File: config.mk
export PLATFORM = sky130hd
export DESIGN_NAME = assoc_search
export DESIGN_NICKNAME = d
export VERILOG_FILES = /design/src/rtl/hdc_pkg.sv /design/src/rtl/chunk_popcount.sv /design/src/rtl/assoc_search.sv
export SDC_FILE = /design/constraint.sdc
export NUM_CORES = 1
export LEC_CHECK = 0
export CAP_MARGIN = 20
export CORE_MARGIN = 2
export CORE_UTILIZATION = 52
export CTS_BUF_LIST = sky130_fd_sc_hd__clkbuf_2 sky130_fd_sc_hd__clkbuf_4 sky130_fd_sc_hd__clkbuf_8
export DETAILED_ROUTE_END_ITERATION = 7
export GPL_TIMING_DRIVEN = 0
export PLACE_DENSITY_LB_ADDON = 0.2
export SYNTH_ARGS = -nofsm -noshare
export SYNTH_HDL_FRONTEND = slang
export SYNTH_SLANG_ARGS = --single-unit
File: constraint.sdc
create_clock -name clk -period 2.2 [get_ports clk]
set_input_delay 0.44 -clock clk [delete_from_list [all_inputs] [get_ports clk]]
set_output_delay 0.44 -clock clk [all_outputs]
set_load 0.005 [all_outputs]
File: src/rtl/hdc_pkg.sv
// Shared HDC package.
//   label_t        : class label, 0 = non-seizure, 1 = seizure
//   search_state_t : associative-search FSM states
//   ceil_div       : integer ceiling division used to size the chunk count
package hdc_pkg;

  typedef enum logic {
    LABEL_NONSEIZURE = 1'b0,
    LABEL_SEIZURE    = 1'b1
  } label_t;

  typedef enum logic [1:0] {
    IDLE  = 2'd0,
    ACCUM = 2'd1,
    DONE  = 2'd2
  } search_state_t;

  function automatic int ceil_div(input int num, input int den);
    return (num + den - 1) / den;
  endfunction

endpackage

File: src/rtl/chunk_popcount.sv
// Combinational population count of a PAR_BITS-wide vector.
//   i_vec   : input bits
//   o_count : number of ones in i_vec
module chunk_popcount #(
  parameter  int PAR_BITS = 2,
  localparam int PW       = $clog2(PAR_BITS + 1)
) (
  input  logic [PAR_BITS-1:0] i_vec,
  output logic [PW-1:0]       o_count
);

  // Sum the individual bits
  always_comb begin
    o_count = '0;
    for (int i = 0; i < PAR_BITS; i++) begin
      o_count = o_count + PW'(i_vec[i]);
    end
  end

endmodule

File: src/rtl/assoc_search.sv
// Associative search: Hamming distance of a query HV to two class HVs,
// PAR_BITS bits per cycle, nearer class reported as the predicted label.
//   clk, rst              : clock, synchronous active-high reset
//   en                    : start strobe, only honoured in IDLE
//   hv_query              : query HV, latched on an accepted start
//   class_hv_nonseizure   : class 0 HV, read live during the search
//   class_hv_seizure      : class 1 HV, read live during the search
//   busy                  : search in progress (through the done cycle)
//   done                  : one-cycle result strobe
//   label_out             : 0 = non-seizure, 1 = seizure (ties -> 0)
//   dist_nonseizure/seizure : Hamming distances, held until next result
module assoc_search
  import hdc_pkg::*;
#(
  parameter  int DIMENSIONS = 6,
  parameter  int PAR_BITS   = 2,
  localparam int DW         = $clog2(DIMENSIONS + 1)
) (
  input  logic                  clk,
  input  logic                  rst,
  input  logic                  en,
  input  logic [DIMENSIONS-1:0] hv_query,
  input  logic [DIMENSIONS-1:0] class_hv_nonseizure,
  input  logic [DIMENSIONS-1:0] class_hv_seizure,
  output logic                  busy,
  output logic                  done,
  output logic                  label_out,
  output logic [DW-1:0]         dist_nonseizure,
  output logic [DW-1:0]         dist_seizure
);

  localparam int NCHUNK = ceil_div(DIMENSIONS, PAR_BITS);
  localparam int PADW   = NCHUNK * PAR_BITS;
  localparam int CW     = (NCHUNK > 1) ? $clog2(NCHUNK) : 1;
  localparam int PW     = $clog2(PAR_BITS + 1);

  search_state_t         r_state;
  logic [DIMENSIONS-1:0] r_query;
  logic [CW-1:0]         r_cnt;
  logic [DW-1:0]         r_acc0;
  logic [DW-1:0]         r_acc1;
  logic [DW-1:0]         r_dist0;
  logic [DW-1:0]         r_dist1;
  label_t                r_label;
  logic                  r_busy;
  logic                  r_done;

  // Zero padding above DIMENSIONS makes the XOR of padded bits zero,
  // so the last partial chunk never counts bits that do not exist.
  logic [PADW-1:0]     w_query_pad;
  logic [PADW-1:0]     w_c0_pad;
  logic [PADW-1:0]     w_c1_pad;
  logic [PAR_BITS-1:0] w_diff0;
  logic [PAR_BITS-1:0] w_diff1;
  logic [PW-1:0]       w_pop0;
  logic [PW-1:0]       w_pop1;

  assign w_query_pad = PADW'(r_query);
  assign w_c0_pad    = PADW'(class_hv_nonseizure);
  assign w_c1_pad    = PADW'(class_hv_seizure);
  assign w_diff0     = w_query_pad[r_cnt*PAR_BITS +: PAR_BITS] ^ w_c0_pad[r_cnt*PAR_BITS +: PAR_BITS];
  assign w_diff1     = w_query_pad[r_cnt*PAR_BITS +: PAR_BITS] ^ w_c1_pad[r_cnt*PAR_BITS +: PAR_BITS];

  chunk_popcount #(.PAR_BITS(PAR_BITS)) u_pop0 (.i_vec(w_diff0), .o_count(w_pop0));
  chunk_popcount #(.PAR_BITS(PAR_BITS)) u_pop1 (.i_vec(w_diff1), .o_count(w_pop1));

  // Search FSM with accumulators and registered outputs
  always_ff @(posedge clk) begin
    if (rst) begin
      r_state <= IDLE;
      r_query <= '0;
      r_cnt   <= '0;
      r_acc0  <= '0;
      r_acc1  <= '0;
      r_dist0 <= '0;
      r_dist1 <= '0;
      r_label <= LABEL_NONSEIZURE;
      r_busy  <= 1'b0;
      r_done  <= 1'b0;
    end else begin
      case (r_state)
        IDLE: begin
          r_done <= 1'b0;
          if (en) begin
            r_query <= hv_query;
            r_acc0  <= '0;
            r_acc1  <= '0;
            r_cnt   <= '0;
            r_busy  <= 1'b1;
            r_state <= ACCUM;
          end else begin
            r_busy <= 1'b0;
          end
        end
        ACCUM: begin
          r_acc0 <= r_acc0 + DW'(w_pop0);
          r_acc1 <= r_acc1 + DW'(w_pop1);
          if (r_cnt == CW'(NCHUNK - 1)) begin
            r_state <= DONE;
          end else begin
            r_cnt <= r_cnt + CW'(1);
          end
        end
        DONE: begin
          r_dist0 <= r_acc0;
          r_dist1 <= r_acc1;
          // Strict compare: a tie resolves to non-seizure
          r_label <= (r_acc1 < r_acc0) ? LABEL_SEIZURE : LABEL_NONSEIZURE;
          r_done  <= 1'b1;
          r_state <= IDLE;
        end
        default: begin
          r_state <= IDLE;
          r_busy  <= 1'b0;
          r_done  <= 1'b0;
        end
      endcase
    end
  end

  assign busy            = r_busy;
  assign done            = r_done;
  assign label_out       = r_label;
  assign dist_nonseizure = r_dist0;
  assign dist_seizure    = r_dist1;

endmodule

* Yosys cells after proc, flatten, opt, wreduce, memory -nomap -nowiden
Cells that the tools add are included.
** Cells by class
- $add $sub $neg :: 5
- Reduce and logical (&&, ||, !) cells :: 7
- Equality and inequality tests :: 6
- Order comparisons :: 1
- Bitwise gates (word level) :: 2
- Muxes and demuxes :: 13
- Shift operators :: 3
** Operators by type and width (count)
- 6-bit by 4-bit variable part select with 2-bit output :: 3
- 3-bit case mux with 2 select lines :: 2
- 2-bit two-way mux :: 4
- 2-bit case mux with 2 select lines :: 2
- 3-bit by 2-bit adder with 3-bit output :: 2
- 2-bit inequality test, second input constant :: 3
- 2-bit AND reduction :: 3
- 1-bit by 1-bit adder with 2-bit output :: 2
- 2-bit equality test, second input constant :: 2
- 1-bit case mux with 2 select lines :: 2
- 2-bit XOR :: 2
- 3-bit < comparator :: 1
- 3-bit two-way mux :: 1
- 3-bit AND reduction :: 1
- 2-bit by 1-bit adder with 2-bit output, second input constant :: 1
- 2-bit by 1-bit equality test with 1-bit output, second input constant :: 1
- 2-bit zero test :: 1
- 1-bit two-way mux :: 2
- 2-bit nonzero test :: 1
- 2-bit OR reduction :: 1
** Storage, ports and cells
- Output and inout port bits :: 9
- Register bits :: 25

* Longest topological paths before layout
Gate-level depths: netlist of run 1.
- Depth after elaboration :: 5
- Depth in mapped cells :: 11
- Depth with buffers taken out :: 10

* Hierarchy
Synthesis of run 1 repeated with hierarchy kept, for this count alone.
** Unflattened totals
- Cell total of the unflattened synthesis :: 161
- Area, all modules :: 1415.1 sq um
** By module, submodules not included
- assoc_search :: area each 1390.1 sq um, cells each 159, instances 1
- chunk_popcount :: area each 12.5 sq um, cells each 1, instances 2

* Worst setup path before layout of run 1
Ideal clock, no wire load.
- Kind :: register to register
- Start point :: register r_cnt[0]
- End point :: register r_acc1[1]
- Arrival :: 1.827 ns
- Path slack :: 0.245 ns
- Period minus slack after synthesis :: 1.955 ns
- Data required time :: 2.072 ns
- Stages on the path, launching flop included :: 9
- Cell sequence :: dfxtp_1 -> buf_6 -> mux2i_1 -> o22ai_2 -> xnor2_1 -> fa_1 -> ha_1 -> a32oi_1 -> nor2_1
** On the way
- Longest elaborated chain between the ends :: 5
** RTL lines
- from (decl) :: line assoc_search.sv:39 : logic [CW-1:0] r_cnt;
- from (signal assigned) :: line assoc_search.sv:101 : r_cnt <= r_cnt + CW'(1);
- 6-bit by 4-bit variable part select with 2-bit output :: line assoc_search.sv:62 : assign w_diff1 = w_query_pad[r_cnt*PAR_BITS +: PAR_BITS] ^ w_c1_pad[r_cnt*PAR_BITS +: PAR_BITS];
- 2-bit XOR * :: line assoc_search.sv:62
- 1-bit by 1-bit adder with 2-bit output * :: line chunk_popcount.sv:16 : o_count = o_count + PW'(i_vec[i]);
- 3-bit by 2-bit adder with 3-bit output * :: line assoc_search.sv:97 : r_acc1 <= r_acc1 + DW'(w_pop1);
- 3-bit case mux with 2 select lines * :: line assoc_search.sv:81 : case (r_state)
- to (signal assigned) :: line assoc_search.sv:97
- to (decl) :: line assoc_search.sv:41 : logic [DW-1:0] r_acc1;
Every way passes the cells marked *; elsewhere a longest branch is shown, timed or not.
A chain may end at the register's enable or synchronous reset.

* Worst setup path after layout of run 1
- Start point :: register r_cnt[0]
- End point :: register r_acc0[2]
** On the way
- Longest elaborated chain between the ends :: 5
** RTL lines
- 6-bit by 4-bit variable part select with 2-bit output :: line assoc_search.sv:61 : assign w_diff0 = w_query_pad[r_cnt*PAR_BITS +: PAR_BITS] ^ w_c0_pad[r_cnt*PAR_BITS +: PAR_BITS];
- 2-bit XOR * :: line assoc_search.sv:61
- 1-bit by 1-bit adder with 2-bit output * :: line chunk_popcount.sv:16
- 3-bit by 2-bit adder with 3-bit output * :: line assoc_search.sv:96 : r_acc0 <= r_acc0 + DW'(w_pop0);
- 3-bit case mux with 2 select lines * :: line assoc_search.sv:81
- to (signal assigned) :: line assoc_search.sv:96
- to (decl) :: line assoc_search.sv:40 : logic [DW-1:0] r_acc0;
Marks and branches as above.

==> results of run 1 <==
==> how the worst max path moves through the flow <==
stage | slack (ns) | end | start | cells past startpoint
after floorplan | 0.25 | r_acc1[1] | r_cnt[0] | 8
after global placement | -0.17 | r_acc0[2] | class_hv_nonseizure[2] | 11
after detailed placement | -0.25 | r_acc0[2] | class_hv_nonseizure[0] | 11
after CTS | 0.006 | r_acc0[2] | r_cnt[0] | 10
after global routing | -0.07 | r_acc0[2] | r_cnt[0] | 11
final | 0.05 | r_acc0[2] | r_cnt[0] | 11
==> synthesized netlist by cell type <==
library cell / instances / area (sq um)
dfxtp_1: 25 / 500
nor2_1: 21 / 78.8
a21oi_1: 16 / 80.1
mux2i_1: 13 / 130
nand2_1: 10 / 37.5
ha_1: 8 / 100
inv_1: 8 / 30.0
nand2b_1: 8 / 50.1
nand3_1: 6 / 30.0
a32oi_1: 4 / 35.0
o21ai_0: 4 / 20.0
xnor2_1: 4 / 35.0
a211oi_1: 3 / 22.5
clkbuf_1: 3 / 11.3
nor3b_1: 3 / 22.5
a22oi_1: 2 / 15.0
buf_2: 2 / 10.0
buf_4: 2 / 15.0
buf_6: 2 / 22.5
fa_1: 2 / 40.0
nor2b_1: 2 / 12.5
o22ai_1: 2 / 12.5
a31oi_1: 1 / 6.26
clkbuf_2: 1 / 5.00
inv_2: 1 / 3.75
o21ai_2: 1 / 8.76
o22ai_2: 1 / 12.5
o41ai_1: 1 / 8.76
==> state kept, by name, summed over array words and instances (netlist names) <==
| name | cells |
|---|---|
| busy | 1 |
| dist_nonseizure | 3 |
| dist_seizure | 3 |
| done | 1 |
| label_out | 1 |
| r_acc0 | 3 |
| r_acc1 | 3 |
| r_cnt | 2 |
| r_query | 6 |
| r_state | 2 |
==> cell type report <==
type                       instances  area (sq um)  share of cell area, %
multi-input combinational        112           813                   45.1
sequential                        25           504                   28.0
timing repair buffer              30           313                   17.4
buffer                            10          72.6                   4.03
tap                               30          37.5                   2.08
inverter                           9          33.8                   1.87
clock buffer                       3          22.5                   1.25
clock inverter                     1          5.00                  0.278
==> metrics by stage <==
stage          util [%]  cells
3_5_place_dp       67.6    214
5_1_grt            72.7    220
4_1_cts            69.0    218
3_3_place_gp       67.6    214
2_1_floorplan         -    156
6_report           72.7    220
==> cell families after synthesis <==
logic type	Yosys count	share of synthesized area, %
multiplexers	13	9.59
AO/OA/AOI/OAI	35	16.3
XOR/XNOR	4	2.58
AND/OR/NAND/NOR	50	17.1
flip-flops	25	36.9
adder cells (fa/ha/maj)	10	10.3
buffers and inverters	19	7.19
==> layer usage <==
metal / up-vias / global-route usage, % / part of all wire, %
met5: - / 0 / 0
met4: 0 / 8.13 / 2.2
met3: 9 / 2.69 / 5.0
met2: 36 / 35.5 / 47
met1: 564 / 26.9 / 46
li1: 604 / - / -
==> worst max-delay path: cells and delay by family (launching register included) <==
kind            cells  cell delay (ns)
xor+xnor            1             0.13
fa+ha+maj           2             0.59
flops               1             0.40
mux                 1             0.19
compound gates      3             0.41
simple gates        3             0.19
buf+inv             1             0.13
==> power breakdown <==
group | switching (mW) | total, mW | internal [mW]
clock network | 0.143 | 0.211 | 0.0682
logic | 0.122 | 0.247 | 0.125
registers | 0.0166 | 0.486 | 0.470
==> timing repair <==
item                       CTS  global route
buffers inserted             0             1
cloned                       0             1
pin swaps                    0             1
resized for setup            3            12
setup endpoints to repair    1             4
==> impl_metrics.json, run 1 <==
{
  "outcome": "completed",
  "fmax_ghz": 0.466,
  "slew_headroom_pct": 69.3,
  "cts_tree": "built",
  "max_slew.worst_pin.slew_ns": 0.461,
  "finalSetupViolations": 0,
  "pin_count": 30,
  "holdWs_ns": 0.441,
  "die_w_um": 55.1,
  "setup_ws_ns": 0.0521,
  "grt_max_degree": 15,
  "hold_viol_final": 0,
  "design_area_sq_um": 1800,
  "syn-num-nets": 187,
  "timing.rr.end": "r_acc0[2]",
  "area_growth_pct": 32.8,
  "routabilityCongestion": 0.859,
  "cts_max_path_buffers": 2,
  "critPathCaptureType": "flip-flop",
  "clkLatencyLatePin_ns": 0.33,
  "cts_sinks": 25,
  "wl_per_cell_um": 14.7,
  "via_count": 1213,
  "cp_max_fo": 5,
  "rsz0062_at_grt": "true",
  "grt_pass1_vias": 1111,
  "fin_setup_tns_ns": 0,
  "overflow": 0,
  "portBuffers": 28,
  "final_common_cell": "clkdlybuf4s50_1",
  "finClkSkew_ns": 0.0170,
  "initial_core_util_pct": 54.7,
  "syn_area_sq_um": 1360,
  "synth_area_per_cell_sq_um": 8.69,
  "die_y_um": 55.1,
  "worstHoldPathType": "in -> reg",
  "yosys_warnings": 0,
  "synthCells": 156,
  "rows": 18,
  "hold-path-cell-count": 2,
  "drive_gt1_share_pct": 13.2,
  "routed_wl_um": 3230,
  "dpl-instance-area_sq_um": 1670,
  "critPathSlowestCell": "dfxtp_4",
  "dieArea_sq_um": 3030,
  "holdBufCountCts": 0,
  "hold_end": "label_out",
  "ant_nets": 0,
  "cp.arrival_ns": 2.37,
  "r2r_setup_slack_ns": 0.05,
  "layout_min_cycle_time_ns": 2.15,
  "nNetsFinal": 222,
  "core-area_sq_um": 2480,
  "start_kind": "flip-flop",
  "via_per_inst": 5.51,
  "dp.final_hpwl_um": 2240,
  "reg2regPathDepth": 11,
  "peakVddDrop_mv": 0.449,
  "grt_first_pass_wirelength_um": 4580,
  "cp_common_cell": "nor2_1",
  "path_cells": "buf_12 -> mux2i_1 -> nor2_1 -> a21oi_1 -> xnor2_1 -> fa_2 -> ha_1 -> nand2b_1 -> o21ai_0 -> a22oi_1 -> nor2_1",
  "grt_antenna_before_repair": 0,
  "clk_pin_slew_ns": 0.15,
  "numCtsBuffers": 3,
  "fillCellCount": 201,
  "synth_sequential_area_ratio_pct": 36.9,
  "drc": 0,
  "slew_violations": 0,
  "synth-seq-cells": 25,
  "final_cell_mix": "clkdlybuf4s50_1 (28), dfxtp_1 (24), nor2_1 (20)",
  "min_period_over_period_pct": 97.6,
  "drt_first_pass_iters": 4,
  "place_ws_ns": -0.253,
  "power_uw": 945,
  "cts_root_buf": "clkbuf_4",
  "cap_violations": 0,
  "p_leak_nw": 0.654,
  "required_ns": 2.43,
  "antenna_cells": 0,
  "grt.total_usage_pct": 20.9,
  "drt_iter0_markers": 15,
  "max_stage_delay_ns": 0.40,
  "p_per_area_nw_per_um2": 524,
  "timing.rr.start": "r_cnt[0]",
  "worst-setup-path-type": "reg -> reg",
  "htreeDepth": 1,
  "yosysUniqueCellTypes": 28,
  "min_from": "rst"
}
(Power assumes the default switching activity.)
==> inputs of run 2 (changes only) <==
- GPL_ROUTABILITY_DRIVEN: not set -> 0
- TNS_END_PERCENT: not set -> 1
==> results of run 2 <==
Final layout, timing and power as in run 1 (identical DEF).
